===== config.mk =====
export PLATFORM = sky130hd
export DESIGN_NAME = inst_queue
export DESIGN_NICKNAME = d
export VERILOG_FILES = /design/src/rtl/inst_queue.sv
export SDC_FILE = /design/constraint.sdc
export NUM_CORES = 1
export LEC_CHECK = 0
export ABC_CLOCK_PERIOD_IN_PS = 11300
export BUFFER_PORTS_ARGS = -buffer_cell sky130_fd_sc_hd__buf_2
export CORE_MARGIN = 1
export CORE_UTILIZATION = 55
export CTS_CLUSTER_SIZE = 8
export DETAILED_ROUTE_END_ITERATION = 7
export GPL_TIMING_DRIVEN = 0
export MAX_ROUTING_LAYER = met4
export PLACE_DENSITY_LB_ADDON = 0.05
export SLEW_MARGIN = 20
export SYNTH_ARGS = -nofsm -noshare
export SYNTH_HDL_FRONTEND = slang
export SYNTH_SLANG_ARGS = --single-unit

===== constraint.sdc =====
create_clock -name clk -period 11.3 [get_ports clk]
set_input_delay 1.695 -clock clk [delete_from_list [all_inputs] [get_ports clk]]
set_output_delay 1.695 -clock clk [all_outputs]
set_load 0.02 [all_outputs]

===== src/rtl/inst_queue.sv =====
// Fetch-to-decode instruction queue: DEPTH-entry first-word-fall-through FIFO of {pc, npc, inst}; a push is visible at the head one edge later.
// Backpressure: stop is asserted combinationally while full, and fetch holds its triple until stop drops; flush empties the queue on the next edge.
module inst_queue #(
  parameter int DEPTH = 4,
  parameter int PTR_W = $clog2(DEPTH)
) (
  input  logic             clk,
  input  logic             rst_n,
  input  logic             in_valid,
  input  logic [31:0]      in_pc,
  input  logic [31:0]      in_npc,
  input  logic [31:0]      in_inst,
  input  logic             flush,
  input  logic             id_ready,
  output logic             out_valid,
  output logic [31:0]      out_pc,
  output logic [31:0]      out_npc,
  output logic [31:0]      out_inst,
  output logic             stop,
  output logic [PTR_W:0]   count
);

  typedef struct packed {
    logic [31:0] pc;
    logic [31:0] npc;
    logic [31:0] inst;
  } entry_t;

  entry_t           mem [DEPTH];
  entry_t           head;
  logic [PTR_W-1:0] wp;
  logic [PTR_W-1:0] rp;
  logic [PTR_W:0]   cnt;
  logic             push;
  logic             pop;

  assign out_valid = (cnt != '0);
  assign stop      = (cnt == (PTR_W+1)'(DEPTH));
  assign count     = cnt;

  // Full blocks a push even when a pop happens in the same cycle.
  assign push = in_valid & ~stop & ~flush;
  assign pop  = out_valid & id_ready & ~flush;

  always_ff @(posedge clk or negedge rst_n) begin
    if (!rst_n) begin
      wp  <= '0;
      rp  <= '0;
      cnt <= '0;
    end else if (flush) begin
      wp  <= '0;
      rp  <= '0;
      cnt <= '0;
    end else begin
      if (push) wp <= wp + PTR_W'(1);
      if (pop)  rp <= rp + PTR_W'(1);
      if (push && !pop)      cnt <= cnt + (PTR_W+1)'(1);
      else if (pop && !push) cnt <= cnt - (PTR_W+1)'(1);
    end
  end

  // Storage needs no reset: a slot is only read after it has been written.
  always_ff @(posedge clk) begin
    if (push) begin
      mem[wp] <= '{pc: in_pc, npc: in_npc, inst: in_inst};
    end
  end

  // Empty presents an all-zero word, which decode sees as a nop.
  always_comb begin
    head = '0;
    if (out_valid) head = mem[rp];
  end

  assign out_pc   = head.pc;
  assign out_npc  = head.npc;
  assign out_inst = head.inst;

endmodule


# --- Word level (Yosys, flattened, before mapping) ---
# Memories as Yosys holds them, arrays and structs flattened.
# Index checks and enable logic that the tools add are counted.
totals:
  reg_bits: 7
  mem_bits_rw: 384
  in_bits: 101
  output_inout_bits: 101
  word_cells: 33
  n_memories: 1
memory_table:
  columns: ["memory", "depth", "word_bits", "read_ports", "rd_ports_with_merged_regs", "wr", "line", "source"]
  rows:
  - ["mem", 4, 96, 1, 0, 1, "29", "entry_t mem [DEPTH];"]
classes:
  add_sub_neg: 4
  eq_ne: 1
  n_mux: 10
  bitwise_logic: 6
  n_reduce_logical: 8
op_table:
  columns: ["cell", "count"]
  rows:
  - ["2-to-1 mux 96 bit", 1]
  - ["2-to-1 mux 3 bit", 3]
  - ["2-to-1 mux 2 bit", 4]
  - ["nonzero test 3 bit", 2]
  - ["adder 2 x 1 -> 2 bit (second input constant)", 2]
  - ["bitwise AND 1 bit", 4]
  - ["nonzero test 2 bit", 2]
  - ["adder 3 x 1 -> 3 bit (second input constant)", 1]
  - ["equality test 3 bit (second input constant)", 1]
  - ["subtractor 3 x 1 -> 3 bit (second input constant)", 1]
  - ["logical AND 1 bit", 2]
  - ["zero test 1 bit", 2]
  - ["2-to-1 mux 1 bit", 2]
  - ["inverter 1 bit", 2]

# --- Logic depth before layout (Yosys ltp) ---
# Gate-level depths: netlist of run 1.
depth:
  word_depth: 9
  mapped_depth: 8
  mapped_depth_nobuf: 7

# --- Least setup slack after synthesis of run 1 ---
# Ideal clock, no wire load.
synth_path:
  path_kind: "input to register"
  startpoint: "in flush"
  endpoint: "mem mem[0][0] in the netlist's numbering (enable)"
  setup_time_ns: 0.466
  arrival_ns: 4.458
  required_ns: 10.834
  slack_ns: 6.377
  cell_stages: 3
  path_buffers: 1
  path_cell_list: "buf_1 -> nor3_1 -> and2_1"
synth_via:
  elab_chain_cells: 4
synth_lines:
  columns: ["item", "line", "source"]
  rows:
  - ["start: declaration", "13", "input logic flush,"]
  - ["inverter 1 bit", "42", "assign push = in_valid & ~stop & ~flush;"]
  - ["bitwise AND 1 bit", "42", null]
  - ["2-to-1 mux 1 bit", "64", "if (push) begin"]
  - ["2-to-1 mux 1 bit (implied by the code)", "65", "mem[wp] <= '{pc: in_pc, npc: in_npc, inst: in_inst};"]
  - ["end: declaration", "29", null]
# No other way between the ends.

# --- Final worst setup path of run 1 ---
layout_path:
  startpoint: "reg rp[1]"
  endpoint: "out out_pc[10]"
layout_via:
  elab_chain_cells: 2
layout_lines:
  columns: ["item", "line", "source"]
  rows:
  - ["start: declaration", "32", "logic [PTR_W-1:0] rp;"]
  - ["start signal: assignment", "56", "if (pop) rp <= rp + PTR_W'(1);"]
  - ["memory read (4 x 96 bit)", null, null]
  - ["2-to-1 mux 96 bit", "72", "if (out_valid) head = mem[rp];"]
  - ["end: declaration", "16", "output logic [31:0] out_pc,"]
# No other way between the ends.

==> results.yml, run 1 <==
clock_network:
  cts_setup_buffers: 0
  cts_made_buffers: 54
  clockRootBuffer: "clkbuf_16"
  cts_max_path_buffers: 3
  htreeDepth: 2
  clkLatencyLatePin_ns: 0.55
  cts_hold_buffers: 0
  path_clk_slew_ns: 0.05
  cts.sink_count: 391
  ctsResizeCount: 0
  cts_tree: "yes"
logic_synthesis:
  synth.distinct_cells: 31
  synth_top_area_frac: 0.767
  syn-num-nets: 774
  syn_avg_cell_area_um2: 22.5
  synthCells: 668
  seq_area_frac_synth: 0.779
  synth_top_cells_by_area: "edfxtp_1 77%, mux4_2 14%, and2_1 4.2%, dfrtp_1 1.2%, buf_2 0.50%"
  synthesis.area_um2: 15000
  yosys_register_bits: 391
  ys_warn_count: 0
  synth_area_leader_cell: "edfxtp_1"
floorplanning:
  start_util: 0.559
  rows: 60
  io_pins: 202
  die_x_um: 167
  die-height_um: 167
  die_area_um2: 28000
  core-area_um2: 26900
setup_path:
  cp_num_buf_inv: 3
  max_stage_delay_ns: 0.54
  crit_chain: "buf_2 -> clkbuf_1 -> mux4_2 -> and2_1 -> buf_2"
  r2r_start: "count[0]"
  r2r-end: "count[2]"
  cp_max_fo: 10
  cp.depth: 5
  ff2ff_setup_slack_ns: 8.40
  crit_path_start_kind: "register"
  required_ns: 9.61
  worstPathArrival_ns: 2.43
  crit_family: "buffers and inverters"
  critical_path_class: "reg2out"
  slowest_stage: "clkbuf_1"
  end_kind: "primary output"
  critPathMostFrequentCell: "buf_2"
  r2r_cells: 8
detailed_routing:
  wl_per_cell_um: 22.0
  drc: 0
  vias: 7301
  routed_wl_um: 28400
  drtAntennaViolNets: 0
  drtIter0Drc: 469
  via_per_inst: 5.66
  first_pass_iters: 5
run_status:
  status: "finished, final reports clean"
power_and_ir_drop:
  power.density_nw_per_um2: 239
  p_leak_nw: 6.28
  ir_drop_v: 0.000162
cells_and_area:
  layout.nets: 1037
  layout_commonest_cell: "edfxtp_1"
  drive_above_1_share: 0.413
  area_growth_syn_to_layout_pct: 20.3
  final_area_um2: 18100
  mostFrequentLayoutCells: "384 x edfxtp_1, 214 x buf_2, 97 x and2_1"
timing:
  slew-limit-headroom: 0.511
  fin_setup_tns_ns: 0
  finalCritPeriodShare: 0.365
  worst_pin_slew_ns: 0.732
  hold_viol: 0
  rsz0062_at_grt: "false"
  skew_ns: 0.0121
  fmax_mhz: 243
  slew_violations: 0
  setup_viol: 0
  fin_crit_ns: 4.12
min_path:
  hp-start: "wp[1]"
  min_to: "wp[1]"
  hp-class: "reg2reg"
  whs_path_depth: 2
global_routing:
  grt_max_degree: 38
  grt-ovfl-total: 0
  antenna_found_initial: 5
  grt_first_pass_wirelength_um: 44100
  grt_use_total: 0.218
  grt_pass1_vias: 8024
place:
  placed_area_um2: 16600
  portBuffers: 199
  gp_congestion: 0.754
  dpl.hpwl_um: 17600
run:
  max-cap-violations: 0
worst reg2reg max path, cell delays in order, from the launching register on:
cell      delay [ns]
dfrtp_1         0.37
buf_2           0.16
nor3b_1         0.63
nor3_1          0.24
and2_1          0.22
fa_1            0.43
and3b_1         0.25
a311oi_1        0.36
a211oi_1        0.11
power by group:
part / total, mW / internal (mW) / switching (mW)
registers: 1.70 / 1.68 / 0.0214
logic: 1.24 / 0.525 / 0.717
clock network: 1.38 / 0.857 / 0.523
total: 4.32 / 3.06 / 1.26
state kept, by name, indices dropped and copies added, names as in the netlist:
| name | flops |
|---|---|
| mem | 384 |
| wp | 2 |
| rp | 2 |
| count | 3 |
synthesized netlist by cell type (all sizes together):
library cell and n:
dfrtp 7, and3b 1, nor2 9, o311ai 1, mux4 96, nand3b 1, mux2 2, xor2 2
a221oi 1, o31ai 1, nor3b 1, a21oi 2, o21a 1, ha 4, a211oi 1, and2 101
edfxtp 384, nor3 1, clkbuf 12, buf 24, a21o 1, or3 2, inv 6, fa 1
mux2i 1, a31o 1, o21ai 3, a311oi 1
routing by layer:
metal  track usage  share of wire
met5             -              0
met1         0.271           0.41
met2         0.361           0.51
met3        0.0489          0.064
met4        0.0642          0.021
stage by stage:
step           power (mW)  std cells  hold slack, ns  setup slack, ns  utilization
4_1_cts              4.37       1283           0.601             7.13        0.672
5_1_grt              4.50       1288           0.646             7.06        0.673
3_5_place_dp         2.99       1216           0.594             7.63        0.619
6_report             4.32       1289           0.598             7.18        0.673
2_1_floorplan        2.58        668           0.561             6.38            -
3_3_place_gp         2.96       1208           0.570             4.52        0.612
worst max-delay path by stage:
stage	start	endpoint
detailed placement	in_valid	mem[0][59]
finish	rp[1]	out_pc[10]
global placement	flush	mem[0][59]
CTS	rp[1]	out_pc[10]
floorplan	flush	mem[0][0]
global route	rp[1]	out_pc[16]
final cells by class:
| type | count | area (µm²) |
|---|---|---|
| sequential | 391 | 11700 |
| fill | 1812 | 8790 |
| clock buffer | 66 | 1420 |
| tap | 341 | 427 |
| buffer | 36 | 221 |
| timing repair buffer | 207 | 1180 |
| inverter | 6 | 22.5 |
| antenna | 6 | 15.0 |
| multi-input combinational | 235 | 3090 |
| clock inverter | 1 | 8.76 |
cells by family (layout without fill, tap and decap cells):
| family | count (synthesis) | in the layout | synth area share |
|---|---|---|---|
| AO/OA/AOI/OAI | 13 | 13 | 0.00599 |
| XOR/XNOR | 2 | 2 | 0.00117 |
| adder cells (fa/ha/maj) | 5 | 5 | 0.00466 |
| buffers and inverters | 42 | 316 | 0.0162 |
| flip-flops | 391 | 391 | 0.779 |
| multiplexers | 99 | 99 | 0.146 |
| other | 0 | 6 | 0 |
| AND/OR/NAND/NOR | 116 | 116 | 0.0470 |
Power figures use the tool's default switching activity.
==> inputs of run 2 (changes only) <==
--- a/config.mk
+++ b/config.mk
@@ -5,7 +5,7 @@
 export SDC_FILE = /design/constraint.sdc
 export NUM_CORES = 1
 export LEC_CHECK = 0
-export ABC_CLOCK_PERIOD_IN_PS = 11300
+export ABC_CLOCK_PERIOD_IN_PS = 4300
 export BUFFER_PORTS_ARGS = -buffer_cell sky130_fd_sc_hd__buf_2
 export CORE_MARGIN = 1
 export CORE_UTILIZATION = 55
==> constraint.sdc (replaced) <==
create_clock -name clk -period 4.3 [get_ports clk]
set_input_delay 0.645 -clock clk [delete_from_list [all_inputs] [get_ports clk]]
set_output_delay 0.645 -clock clk [all_outputs]
set_load 0.02 [all_outputs]
==> run 2 against run 1 <==
Utilization about the same; routed wire length hardly changed; critical endpoint unchanged; clock-buffer cell count is the same; final area barely moved; critical path type unchanged.
==> results.yml, run 2 (synthesis gave the netlist of run 1 again) <==
cells_and_area:
  fillCellCount: 1812
  layout_commonest_cell: "edfxtp_1"
  mostFrequentLayoutCells: "384 x edfxtp_1, 214 x buf_2, 97 x and2_1"
  largest_reg_flops: 384
  regMostFlops: "mem"
  layout.nets: 1038
  final_area_um2: 18100
  drive_above_1_share: 0.413
  area_growth_syn_to_layout_pct: 20.4
clock_network:
  cts_max_path_buffers: 3
  path_clk_slew_ns: 0.05
  cts_tree: "yes"
  cts_hold_buffers: 1
  ctsResizeCount: 0
  clockRootBuffer: "clkbuf_16"
  cts_made_buffers: 54
  htreeDepth: 2
  cts.sink_count: 391
  cts_setup_buffers: 0
  clkLatencyLatePin_ns: 0.55
timing:
  slew_violations: 0
  fin_crit_ns: 3.08
  hold_viol: 0
  finalCritPeriodShare: 0.717
  worst_pin_slew_ns: 0.727
  fmax_mhz: 324
  setup_viol: 0
  skew_ns: 0.0119
  slew-limit-headroom: 0.514
  rsz0062_at_grt: "false"
power_and_ir_drop:
  clkPwrFrac: 0.319
  p_leak_nw: 6.29
  power.density_nw_per_um2: 627
  total_power_mw: 11.3
  power.share.combinational: 0.288
  p_sw_mw: 3.31
  p_int_mw: 8.04
  p_seq_frac: 0.393
  ir_drop_v: 0.000425
  swShare: 0.292
setup_path:
  r2r_cells: 8
  critical_path_class: "reg2out"
  worstPathArrival_ns: 2.44
  crit_family: "buffers and inverters"
  max_stage_delay_ns: 0.55
  end_kind: "primary output"
  crit_start: "rp[1]"
  slowest_stage: "clkbuf_1"
  cp_max_fo: 10
  ff2ff_setup_slack_ns: 1.40
  crit_chain: "buf_2 -> clkbuf_1 -> mux4_2 -> and2_1 -> buf_2"
  r2r_start: "count[0]"
  critPathMostFrequentCell: "buf_2"
  r2r-end: "count[2]"
  cp_num_buf_inv: 3
  crit_path_start_kind: "register"
  required_ns: 3.65
floorplanning:
  die_area_um2: 28000
  rows: 60
  die-height_um: 167
  core-area_um2: 26900
  io_pins: 202
  start_util: 0.559
  die_x_um: 167
global_routing:
  grt_max_degree: 38
  grt_pass1_vias: 8018
  grt-ovfl-total: 0
  grt_first_pass_wirelength_um: 44100
  grt_use_total: 0.218
  antenna_found_initial: 5
min_path:
  hp-start: "in_inst[17]"
  whs_path_depth: 1
  min_to: "mem[2][17]"
  hp-class: "in2reg"
place:
  portBuffers: 199
  placed_area_um2: 16600
  gp_congestion: 0.754
  dpl.hpwl_um: 17600
detailed_routing:
  vias: 7303
  drtAntennaViolNets: 0
  drtIter0Drc: 425
  wl_per_cell_um: 22.0
  routed_wl_um: 28300
  via_per_inst: 5.66
  drc: 0
  first_pass_iters: 5
run:
  max-cap-violations: 0
run_status:
  status: "finished, final reports clean"
-- run 2: layout make-up --
| cell class | count | area [µm²] | share of cell area |
|---|---|---|---|
| sequential | 391 | 11700 | 0.647 |
| buffer | 36 | 221 | 0.0122 |
| clock buffer | 66 | 1420 | 0.0783 |
| timing repair buffer | 208 | 1190 | 0.0657 |
| tap | 341 | 427 | 0.0236 |
| inverter | 6 | 22.5 | 0.00124 |
| antenna | 6 | 15.0 | 0.000830 |
| clock inverter | 1 | 8.76 | 0.000484 |
| multi-input combinational | 235 | 3090 | 0.171 |
-- run 2: worst max path at each step --
stage / endpoint / depth (start not counted)
2_1_floorplan: mem[1][0] / 3
3_5_place_dp: count[2] / 8
5_1_grt: out_pc[16] / 5
3_3_place_gp: mem[0][59] / 3
4_1_cts: out_pc[10] / 5
6_report: out_pc[10] / 5
-- run 2: stage by stage --
step / setup slack, ns / hold WS (ns) / setup TNS, ns / std cells / util
2_1_floorplan: 0.427 / 0.349 / 0 / 668 / -
3_3_place_gp: -1.43 / 0.481 / -542.25 / 1208 / 0.612
3_5_place_dp: 1.55 / 0.492 / 0 / 1216 / 0.619
4_1_cts: 1.18 / 0.291 / 0 / 1284 / 0.673
5_1_grt: 1.11 / 0.293 / 0 / 1289 / 0.673
6_report: 1.22 / 0.308 / 0 / 1290 / 0.673
-- run 2: power by group through the flow --
| stage | combinational, mW | clock, mW | sequential [mW] |
|---|---|---|---|
| floorplan | 2.24 | 0 | 4.54 |
| global placement | 3.24 | 0 | 4.55 |
| detailed placement | 3.32 | 0 | 4.53 |
| CTS | 3.33 | 3.70 | 4.46 |
| global route | 3.51 | 3.85 | 4.47 |
| finish | 3.26 | 3.62 | 4.46 |
-- run 2: per-layer routing --
metal	share of wire	wire length (µm)	global-route usage
met5	0	0	-
met2	0.51	14500	0.361
met1	0.40	11400	0.271
met4	0.021	601	0.0642
met3	0.064	1820	0.0489
==> inputs of run 3 (changes only) <==
--- a/config.mk
+++ b/config.mk
@@ -5,7 +5,7 @@
 export SDC_FILE = /design/constraint.sdc
 export NUM_CORES = 1
 export LEC_CHECK = 0
-export ABC_CLOCK_PERIOD_IN_PS = 4300
+export ABC_CLOCK_PERIOD_IN_PS = 3150
 export BUFFER_PORTS_ARGS = -buffer_cell sky130_fd_sc_hd__buf_2
 export CORE_MARGIN = 1
 export CORE_UTILIZATION = 55
==> constraint.sdc (replaced) <==
create_clock -name clk -period 3.15 [get_ports clk]
set_input_delay 0.4725 -clock clk [delete_from_list [all_inputs] [get_ports clk]]
set_output_delay 0.4725 -clock clk [all_outputs]
set_load 0.02 [all_outputs]
==> run 3 against run 2 <==
Global-route usage is 0.59 points lower; sequential cell count unchanged; combinational power up 37%; critical path depth grew 1; first-iteration DRC count grew 13%; final area up 0.26%; final cell count is 0.47% higher; sequential share of layout area fell by 0.17 points; clock-buffer cell count rose by 3; power rose by 37%; critical endpoint is now out_pc[7].
==> results.yml, run 3 (synthesis gave the netlist of run 1 again) <==
setup_path:
  required_ns: 2.68
  critical_path_class: "reg2out"
  crit_path_start_kind: "register"
  end_kind: "primary output"
  worstPathArrival_ns: 2.44
  cp_max_fo: 10
floorplanning:
  io_pins: 202
  rows: 60
  start_util: 0.559
  die-height_um: 167
  die_x_um: 167
  die_area_um2: 28000
  core-area_um2: 26900
place:
  dpl.hpwl_um: 17200
  gp_congestion: 0.798
  portBuffers: 199
  placed_area_um2: 16600
run:
  max-cap-violations: 0
clock_network:
  cts_max_path_buffers: 3
  path_clk_slew_ns: 0.05
  clockRootBuffer: "clkbuf_16"
  cts_tree: "yes"
  cts_made_buffers: 54
  clkLatencyLatePin_ns: 0.54
  htreeDepth: 2
  cts.sink_count: 391
  cts_setup_buffers: 0
timing:
  finalCritPeriodShare: 0.924
  slew-limit-headroom: 0.549
  hold_viol: 0
  slew_violations: 0
  setup_viol: 0
  skew_ns: 0.00990
  worst_pin_slew_ns: 0.676
  fin_crit_ns: 2.91
  fin_setup_tns_ns: 0
  fmax_mhz: 344
  rsz0062_at_grt: "false"
cells_and_area:
  final_area_um2: 18100
  layout.nets: 1038
  area_growth_syn_to_layout_pct: 20.7
  layout_commonest_cell: "edfxtp_1"
  regMostFlops: "mem"
  largest_reg_flops: 384
  drive_above_1_share: 0.413
  mostFrequentLayoutCells: "384 x edfxtp_1, 214 x buf_2, 97 x and2_1"
power_and_ir_drop:
  clkPwrFrac: 0.324
  p_seq_frac: 0.391
  power.density_nw_per_um2: 859
  ir_drop_v: 0.000626
  power.share.combinational: 0.285
  p_sw_mw: 4.51
  p_leak_nw: 6.31
  p_int_mw: 11.1
  swShare: 0.289
detailed_routing:
  drtIter0Drc: 482
  drtAntennaViolNets: 0
  wl_per_cell_um: 21.4
  via_per_inst: 5.57
  vias: 7220
  routed_wl_um: 27700
  drc: 0
  first_pass_iters: 5
global_routing:
  grt_use_total: 0.212
  grt-ovfl-total: 0
  grt_max_degree: 41
  grt_pass1_vias: 7820
  antenna_found_initial: 8
  grt_first_pass_wirelength_um: 43100
run_status:
  status: "finished, final reports clean"
min_path:
  hp-class: "in2reg"
run 3: metal layers:
layer | vias to the layer above | GRT usage | share of wire
met3 | 59 | 0.0449 | 0.068
met5 | - | - | 0
met1 | 3650 | 0.275 | 0.41
li1 | 3261 | - | -
met4 | 0 | 0.0754 | 0.023
met2 | 250 | 0.335 | 0.50
run 3: power by group through the flow:
stage / Clock (mW) / Combinational (mW) / Sequential [mW]
after floorplan: 0 / 3.06 / 6.19
after global placement: 0 / 4.44 / 6.19
after detailed placement: 0 / 4.52 / 6.19
after CTS: 5.17 / 4.54 / 6.09
after global routing: 5.36 / 4.79 / 6.11
final: 5.05 / 4.45 / 6.09
run 3: repair_timing:
item | in CTS | in global routing
endpoints found under the hold margin | 7 | 0
resized for setup | 0 | 0
setup endpoints to repair | 0 | 0
hold buffers | 1 | 0
run 3: area by class of cell:
class	instances	area (µm²)
buffer	36	221
fill	1796	8730
sequential	391	11700
clock buffer	69	1470
inverter	6	22.5
antenna	10	25.0
multi-input combinational	235	3090
timing repair buffer	208	1180
tap	341	427
run 3: path summary, 6_finish.rpt:
check	cells after the start	endpoint	start	slack [ns]
setup / recovery	6	out_pc[7]	rp[1]	0.24
hold / removal	1	mem[1][20]	in_inst[20]	0.14
setup reg to reg	8	count[2]	count[0]	0.53
hold reg to reg	2	wp[1]	wp[1]	0.62
max in group asynchronous	2	count[1]	rst_n	2.68
min in group asynchronous	2	rp[1]	rst_n	0.30
run 3: worst max-delay path: stages, from the launching register on:
cell,delay [ns]
dfrtp_1,0.31
buf_2,0.24
buf_2,0.30
buf_2,0.34
mux4_2,0.36
and2_1,0.18
buf_2,0.16
run 3: through the flow:
| stage | hold slack (ns) | std cells | util | setup WS, ns | power (mW) |
|---|---|---|---|---|---|
| global route | 0.119 | 1294 | 0.675 | 0.126 | 16.3 |
| CTS | 0.115 | 1286 | 0.674 | 0.184 | 15.8 |
| finish | 0.136 | 1296 | 0.675 | 0.239 | 15.6 |
| floorplan | 0.177 | 668 | - | 0.395 | 9.25 |
| global placement | 0.311 | 1208 | 0.612 | -0.558 | 10.6 |
| detailed placement | 0.323 | 1216 | 0.619 | 0.568 | 10.7 |
